[config.mk]
export PLATFORM = sky130hd
export DESIGN_NAME = acc_sequencer
export DESIGN_NICKNAME = d
export VERILOG_FILES = /design/src/rtl/dcim_acc_pkg.sv /design/src/rtl/acc_shift_core.sv /design/src/rtl/acc_sequencer.sv
export SDC_FILE = /design/constraint.sdc
export NUM_CORES = 1
export LEC_CHECK = 0
export CORE_MARGIN = 1.5
export CORE_UTILIZATION = 49
export DETAILED_ROUTE_END_ITERATION = 7
export PLACE_DENSITY = 0.77
export SYNTH_ARGS = -nofsm -noshare
export SYNTH_HDL_FRONTEND = slang
export SYNTH_SLANG_ARGS = --single-unit
[constraint.sdc]
create_clock -name clk -period 3.6 [get_ports clk]
set_input_delay 0.72 -clock clk [delete_from_list [all_inputs] [get_ports clk]]
set_output_delay 0.72 -clock clk [all_outputs]
set_load 0.02 [all_outputs]
[src/rtl/dcim_acc_pkg.sv]
// Shared definitions for the bit-serial accumulation sequencer.
//   acc_state_e      : sequencer FSM states
//   DEF_INPUT_WIDTH  : default partial-sum width per bit-plane
//   DEF_OUTPUT_WIDTH : default accumulated result width
//   DEF_MAX_BITS     : default maximum bit-planes per job
package dcim_acc_pkg;

    typedef enum logic [1:0] {
        S_IDLE  = 2'd0,
        S_CLEAR = 2'd1,
        S_ACCUM = 2'd2,
        S_HOLD  = 2'd3
    } acc_state_e;

    localparam int DEF_INPUT_WIDTH  = 27;
    localparam int DEF_OUTPUT_WIDTH = 51;
    localparam int DEF_MAX_BITS     = 24;

endpackage

[src/rtl/acc_shift_core.sv]
// Shift-accumulate datapath: acc <= (acc << 1) + psum_in, MSB plane first.
// Ports:
//   clk, rst_n : clock, async active-low reset
//   clear      : zero the accumulator (wins over en)
//   en         : fold one partial sum into the accumulator
//   psum_in    : unsigned partial sum, zero-extended to OUTPUT_WIDTH
//   acc        : accumulator value, wraps modulo 2^OUTPUT_WIDTH
module acc_shift_core
    import dcim_acc_pkg::*;
#(
    parameter int INPUT_WIDTH  = DEF_INPUT_WIDTH,
    parameter int OUTPUT_WIDTH = DEF_OUTPUT_WIDTH
) (
    input  logic                    clk,
    input  logic                    rst_n,
    input  logic                    clear,
    input  logic                    en,
    input  logic [INPUT_WIDTH-1:0]  psum_in,
    output logic [OUTPUT_WIDTH-1:0] acc
);

    logic [OUTPUT_WIDTH-1:0] acc_q;
    logic [OUTPUT_WIDTH-1:0] acc_d;

    always_comb begin
        acc_d = acc_q;
        if (clear)
            acc_d = '0;
        else if (en)
            acc_d = (acc_q << 1) + OUTPUT_WIDTH'(psum_in);
    end

    always_ff @(posedge clk or negedge rst_n) begin
        if (!rst_n)
            acc_q <= '0;
        else
            acc_q <= acc_d;
    end

    assign acc = acc_q;

endmodule

[src/rtl/acc_sequencer.sv]
// Bit-serial accumulation sequencer. Requests N bit-plane partial sums
// MSB-first, folds them through acc_shift_core and holds the result until
// the consumer accepts it.
// Ports:
//   clk, rst_n          : clock, async active-low reset
//   start, cfg_bits     : job request and plane count (sampled in IDLE)
//   busy                : high whenever not IDLE
//   psum_req, bit_idx   : plane request and its index (ACCUM only)
//   psum_valid, psum_in : partial-sum delivery
//   res_valid/res_ready : result handshake, res_data carries the sum
//   stall_cnt           : ACCUM cycles without psum_valid (only when
//                         ACC_SEQ_STALL_CNT_EN is defined)
module acc_sequencer
    import dcim_acc_pkg::*;
#(
    parameter int INPUT_WIDTH  = DEF_INPUT_WIDTH,
    parameter int OUTPUT_WIDTH = DEF_OUTPUT_WIDTH,
    parameter int MAX_BITS     = DEF_MAX_BITS,
    localparam int CBW         = $clog2(MAX_BITS + 1)
) (
    input  logic                    clk,
    input  logic                    rst_n,
    input  logic                    start,
    input  logic [CBW-1:0]          cfg_bits,
    output logic                    busy,
    output logic                    psum_req,
    output logic [CBW-1:0]          bit_idx,
    input  logic                    psum_valid,
    input  logic [INPUT_WIDTH-1:0]  psum_in,
    output logic                    res_valid,
    input  logic                    res_ready,
    output logic [OUTPUT_WIDTH-1:0] res_data
`ifdef ACC_SEQ_STALL_CNT_EN
    ,
    output logic [15:0]             stall_cnt
`endif
);

    acc_state_e     state_q, state_d;
    logic [CBW-1:0] n_q, n_d;
    logic [CBW-1:0] k_q, k_d;
    logic           core_clear;
    logic           core_en;
    logic [CBW-1:0] n_clamped;

    // Zero planes is meaningless, so it becomes one; oversize becomes MAX_BITS.
    always_comb begin
        n_clamped = cfg_bits;
        if (cfg_bits == '0)
            n_clamped = CBW'(1);
        else if (cfg_bits > CBW'(MAX_BITS))
            n_clamped = CBW'(MAX_BITS);
    end

    always_comb begin
        state_d    = state_q;
        n_d        = n_q;
        k_d        = k_q;
        core_clear = 1'b0;
        core_en    = 1'b0;
        busy       = 1'b1;
        psum_req   = 1'b0;
        res_valid  = 1'b0;
        bit_idx    = '0;
        case (state_q)
            S_IDLE: begin
                busy = 1'b0;
                if (start) begin
                    n_d     = n_clamped;
                    k_d     = '0;
                    state_d = S_CLEAR;
                end
            end
            S_CLEAR: begin
                core_clear = 1'b1;
                state_d    = S_ACCUM;
            end
            S_ACCUM: begin
                psum_req = 1'b1;
                bit_idx  = n_q - CBW'(1) - k_q;
                if (psum_valid) begin
                    core_en = 1'b1;
                    k_d     = k_q + CBW'(1);
                    if (k_q + CBW'(1) == n_q)
                        state_d = S_HOLD;
                end
            end
            S_HOLD: begin
                res_valid = 1'b1;
                // start in the handshake cycle is dropped: IDLE is only
                // reached after this edge.
                if (res_ready)
                    state_d = S_IDLE;
            end
            default: state_d = S_IDLE;
        endcase
    end

    always_ff @(posedge clk or negedge rst_n) begin
        if (!rst_n) begin
            state_q <= S_IDLE;
            n_q     <= '0;
            k_q     <= '0;
        end else begin
            state_q <= state_d;
            n_q     <= n_d;
            k_q     <= k_d;
        end
    end

    acc_shift_core #(
        .INPUT_WIDTH  (INPUT_WIDTH),
        .OUTPUT_WIDTH (OUTPUT_WIDTH)
    ) u_core (
        .clk     (clk),
        .rst_n   (rst_n),
        .clear   (core_clear),
        .en      (core_en),
        .psum_in (psum_in),
        .acc     (res_data)
    );

`ifdef ACC_SEQ_STALL_CNT_EN
    logic [15:0] stall_cnt_q, stall_cnt_d;

    always_comb begin
        stall_cnt_d = stall_cnt_q;
        if (state_q == S_IDLE && start)
            stall_cnt_d = '0;
        else if (state_q == S_ACCUM && !psum_valid && stall_cnt_q != 16'hFFFF)
            stall_cnt_d = stall_cnt_q + 16'd1;
    end

    always_ff @(posedge clk or negedge rst_n) begin
        if (!rst_n)
            stall_cnt_q <= '0;
        else
            stall_cnt_q <= stall_cnt_d;
    end

    assign stall_cnt = stall_cnt_q;
`endif

endmodule
Word level (Yosys, flattened, before mapping)
Index checks and enable logic that the tools add are counted.
{"block": "classes", "add_sub_neg": 4, "magnitude_cmp": 1, "eq_ne": 8, "muxes": 19, "n_reduce_logical": 7}
{"cell": "51-bit two-way mux", "count": 2}
{"cell": "51-bit by 27-bit adder with 51-bit output", "count": 1}
{"cell": "5-bit two-way mux", "count": 5}
{"cell": "5-bit one-hot mux with 2 select lines", "count": 1}
{"cell": "2-bit two-way mux", "count": 4}
{"cell": "2-bit inequality test, second input constant", "count": 4}
{"cell": "2-bit one-hot mux with 4 select lines", "count": 1}
{"cell": "1-bit two-way mux", "count": 6}
{"cell": "5-bit by 1-bit adder with 5-bit output, second input constant", "count": 1}
{"cell": "5-bit equality test", "count": 1}
{"cell": "5-bit > comparator, second input constant", "count": 1}
{"cell": "5-bit zero test", "count": 1}
{"cell": "5-bit by 1-bit subtractor with 5-bit output, second input constant", "count": 1}
{"cell": "5-bit subtractor", "count": 1}
{"cell": "2-bit equality test, second input constant", "count": 2}
{"cell": "4-bit AND reduction", "count": 1}
{"cell": "2-bit nonzero test", "count": 2}
{"cell": "3-bit AND reduction", "count": 1}
{"cell": "2-bit by 1-bit equality test with 1-bit output, second input constant", "count": 1}
{"cell": "2-bit zero test", "count": 1}
{"cell": "2-bit AND reduction", "count": 1}
{"block": "word_totals", "reg_bits": 63, "inputBits": 37, "elab_cells": 43}

Logic depth before layout (Yosys ltp)
{"block": "logic_depth", "depth_word": 5, "mapped_depth": 11}

Cells and area by module
From an unflattened synthesis, not the netlist that was laid out.
{"block": "hier_totals", "hier_cells": 558, "hier_area_um2": 4888.4}
{"mod": "acc_shift_core", "instances": 1, "cells_each": 442, "area_each_um2": 3886.2, "seq_area_each_um2": 1276.2}
{"mod": "acc_sequencer", "instances": 1, "cells_each": 116, "area_each_um2": 1002.2, "seq_area_each_um2": 300.3}

Worst setup path before layout
No wires, ideal clock.
{"block": "synth_path", "path_type": "input -> register", "start": "input psum_in[1]", "end": "register u_core.acc_q[45], in the netlist u_core.acc[45]", "setup_ns": 0.069, "arrival_ns": 3.099, "t_required_ns": 3.531, "setup_slack_ns": 0.432, "cell_stages": 11, "cell_sequence": "ha_1 -> inv_1 -> fa_1 -> and2b_1 -> o2111ai_2 -> a211oi_2 -> o31ai_4 -> a2111oi_4 -> nor2_2 -> or4_1 -> nand3_1"}
{"block": "synth_via", "elab_chain_len": 3}
{"element": "start, declared", "line": "acc_sequencer.sv:29", "rtl": "input logic [INPUT_WIDTH-1:0] psum_in,"}
{"element": "51-bit by 27-bit adder with 51-bit output", "line": "acc_shift_core.sv:30", "rtl": "acc_d = (acc_q << 1) + OUTPUT_WIDTH'(psum_in);"}
{"element": "51-bit two-way mux", "line": "acc_shift_core.sv:29", "rtl": "else if (en)"}
{"element": "51-bit two-way mux", "line": "acc_shift_core.sv:27", "rtl": "if (clear)"}
{"element": "end signal, assigned", "line": "acc_shift_core.sv:35", "rtl": "acc_q <= '0;"}
{"element": "end signal, assigned", "line": "acc_shift_core.sv:37", "rtl": "acc_q <= acc_d;"}
{"element": "end, declared", "line": "acc_shift_core.sv:22", "rtl": "logic [OUTPUT_WIDTH-1:0] acc_q;"}
No other way between the ends. The select of a mux whose other input is x is not followed.
A chain may end at the register's enable or synchronous reset.

Worst setup path after layout
{"block": "layout_path", "start": "input psum_in[1]", "end": "register u_core.acc_q[49], in the netlist u_core.acc[49]"}
Same word-level chain as after synthesis.

==> out/metrics.cfg <==
[synth]
synthSimpleGateAreaFrac_pct = 18.96
synth-xor-area-share_pct = 8.472
synth.area.mux_share_pct = 0.9145
synth_compound_area_share_pct = 23.18
synth.distinct_cells = 51
ys.flop_type = dfrtp_1
synth_seq_cells = 63
syn-cell-area_um2 = 4652
synth_edf_count = 0
ys_seq_area_share_pct = 33.89
yosysWarnings = 0
synth-adder-area-share_pct = 10.54
synthCells = 551
synth_top_family_by_area = compound AO/OA/AOI/OAI gates
async_reset_ff_share_pct = 100.0
syn_area_per_cell_um2 = 8.443
syn_nets = 626

[floorplan]
start_util_pct = 50.35
die_height_um = 100.4
die_width_um = 100.4
ios = 96
coreArea_um2 = 9240
row_count = 35
die_area_um2 = 10090

[final_layout]
regArea_um2 = 1577
diodes = 0
multi_input_area_um2 = 2899
area_growth_pct = 31.31
fillers = 736
nets = 734
drive_gt1_share_pct = 7.831
final_util_pct = 66.11
final_cell_mix = clkdlybuf4s50_1 (94), nand2_1 (81), dfrtp_1 (63)
final_common_cell = clkdlybuf4s50_1

[pwr]
p_per_area_nw_per_um2 = 699.7
ir_drop_v = 0.0003835
leakagePower_nw = 2.690

[min_path]
min_path_type = primary input to async pin

[clock_tree]
cts_tree = built
clk_pin_slew_ns = 0.08
cts_buffer_depth = 2
cts_buffers = 9
cts-root-buf = clkbuf_8
cts.sink_count = 63
h-tree-depth = 3
clk_latency_ns = 0.35

[detailed_routing]
routed_wl_um = 12550
vias = 4599
drt_iter0_drc = 214
ant_nets = 0
route.detailed.drc = 0
avgRoutedWirePerCell_um = 15.82
routed_via_density = 5.799
firstDrtPassIters = 6

[timing]
hold_viol = 0
tightest_slew_ns = 0.5554
slew_headroom_pct = 62.97
timing.hold.ws_ns = 0.3348
fmax_mhz = 296.4
finalCritPeriodShare_pct = 93.71
rsz0062_at_grt = false
setup_viol = 0
min_period_ns = 3.374
finalClockSkew_ns = 0.01220
slew_viol_final = 0

[placed_design]
port-buffer-count = 95
gp_congestion = 0.8877
dp.final_hpwl_um = 9254

[critical_path]
startpoint = psum_in[1]
rr_startpoint = u_core.acc[0]
path_class = primary input to flip-flop
startpoint_type = primary input
cp.buffers_inverters = 4
path_cells = clkdlybuf4s50_1, ha_1, inv_1, fa_1, and2b_1, o2111ai_2, a211oi_2, o31ai_4, buf_4, a211oi_2, buf_4, o21ai_0, xor2_1, o21ai_0
max_stage_delay_ns = 0.49
cp-end-kind = flip-flop
cp_slowest_cell = clkdlybuf4s50_1
required_ns = 3.87
critPathMaxFanout = 8
cp.arrival_ns = 3.64
crit_family = compound AO/OA/AOI/OAI gates

[global_routing]
grt_usage_pct = 25.89
grt_remaining_overflow = 0
antenna_found_initial = 0
grt_pass1_wl_um = 20870
grt_max_degree = 42
grt_pass1_vias = 4465

[outcome]
status = finished clean

[job]
max_cap_violations = 0

==> path summary, 6_finish.rpt <==
kind / slack [ns] / to / depth (start not counted)
max in group asynchronous: 2.33 / u_core.acc[32] / 2
min: 0.33 / u_core.acc[17] / 1
min reg2reg: 0.52 / u_core.acc[8] / 2
min in group clk: 0.52 / u_core.acc[8] / 2
max reg2reg: 0.62 / u_core.acc[49] / 13
max: 0.23 / u_core.acc[49] / 14
==> logic make-up after synthesis <==
logic type      after synthesis
compound gates              165
xor+xnor                     45
fa+ha+maj                    38
buf+inv                      49
flops                        63
mux                           4
simple gates                187
==> layout make-up <==
type	instances	share of cell area, %
Tap cell	129	2.642
Multi-Input combinational cell	439	47.46
Clock buffer	9	2.028
Timing Repair Buffer	119	18.44
Inverter	27	1.659
Clock inverter	7	1.966
Sequential cell	63	25.81
==> cell usage after synthesis, drive strengths merged (2+ instances only) <==
cell type	n	area, um2
xor2	24	210.2
o2111ai	3	32.53
o221ai	3	26.28
a221o	2	20.02
o21ai	58	290.3
a32oi	3	26.28
clkbuf	19	71.32
mux2i	2	20.02
o211ai	10	75.07
a21oi	41	205.2
nor3b	2	15.01
dfrtp	63	1577
ha	36	450.4
nand4	9	56.30
or2	2	12.51
o211a	3	30.03
and3	7	43.79
a211oi	2	25.02
a31oi	4	25.02
buf	3	15.01
mux2	2	22.52
or4	8	60.06
nor2	27	103.9
nand4b	3	26.28
and2	5	31.28
nand2	81	304.0
fa	2	40.04
o21bai	3	22.52
nand2b	5	31.28
xnor2	21	183.9
a22o	8	70.07
nor3	11	55.05
inv	27	101.4
nand3	23	115.1
a221oi	2	17.52
a21o	14	105.1
==> layer usage <==
layer	global-route usage, %	vias to the layer above	wire [um]
met2	42.86	151	5922
li1	-	2198	-
met1	34.86	2235	5714
met4	9.317	0	202
met5	0	-	0
met3	3.412	15	708
==> what timing repair did <==
item	in CTS	in global routing
endpoints found under the setup margin	0	1
hold buffers	0	0
buffers inserted	0	0
resized for setup	0	0
endpoints found under the hold margin	0	0
==> stage by stage <==
stage / std cells / total power [mW] / cell area (um2) / TNS (ns) / worst slack, ns
2_1_floorplan: 551 / 2.639 / 4652 / 0 / 0.4319
3_3_place_gp: 777 / 3.395 / 5864 / -0.4213 / -0.08108
3_5_place_dp: 777 / 3.471 / 5864 / -1.288 / -0.1539
4_1_cts: 793 / 4.270 / 6108 / 0 / 0.1881
5_1_grt: 793 / 4.572 / 6108 / 0 / 0.03071
6_report: 793 / 4.274 / 6108 / 0 / 0.2264
==> registers in the layout, indices dropped and copies added, names as in the netlist <==
signal      flops
state_q         2
u_core.acc     51
k_q             5
n_q             5
==> worst register-to-register path: stages, from the launching register on <==
cell and delay [ns]:
dfrtp_1 0.44, ha_1 0.20, inv_1 0.06, fa_1 0.38, and2b_1 0.24, o2111ai_2 0.15
a211oi_2 0.31, o31ai_4 0.13, buf_4 0.18, a211oi_2 0.17, buf_4 0.19, o21ai_0 0.13
xor2_1 0.16, o21ai_0 0.16
==> power breakdown <==
group / internal (mW) / switching (mW) / total, mW
Clock: 0.462 / 0.322 / 0.785
Sequential: 0.878 / 0.191 / 1.07
Combinational: 1.06 / 1.36 / 2.42
(Power assumes the default switching activity.)
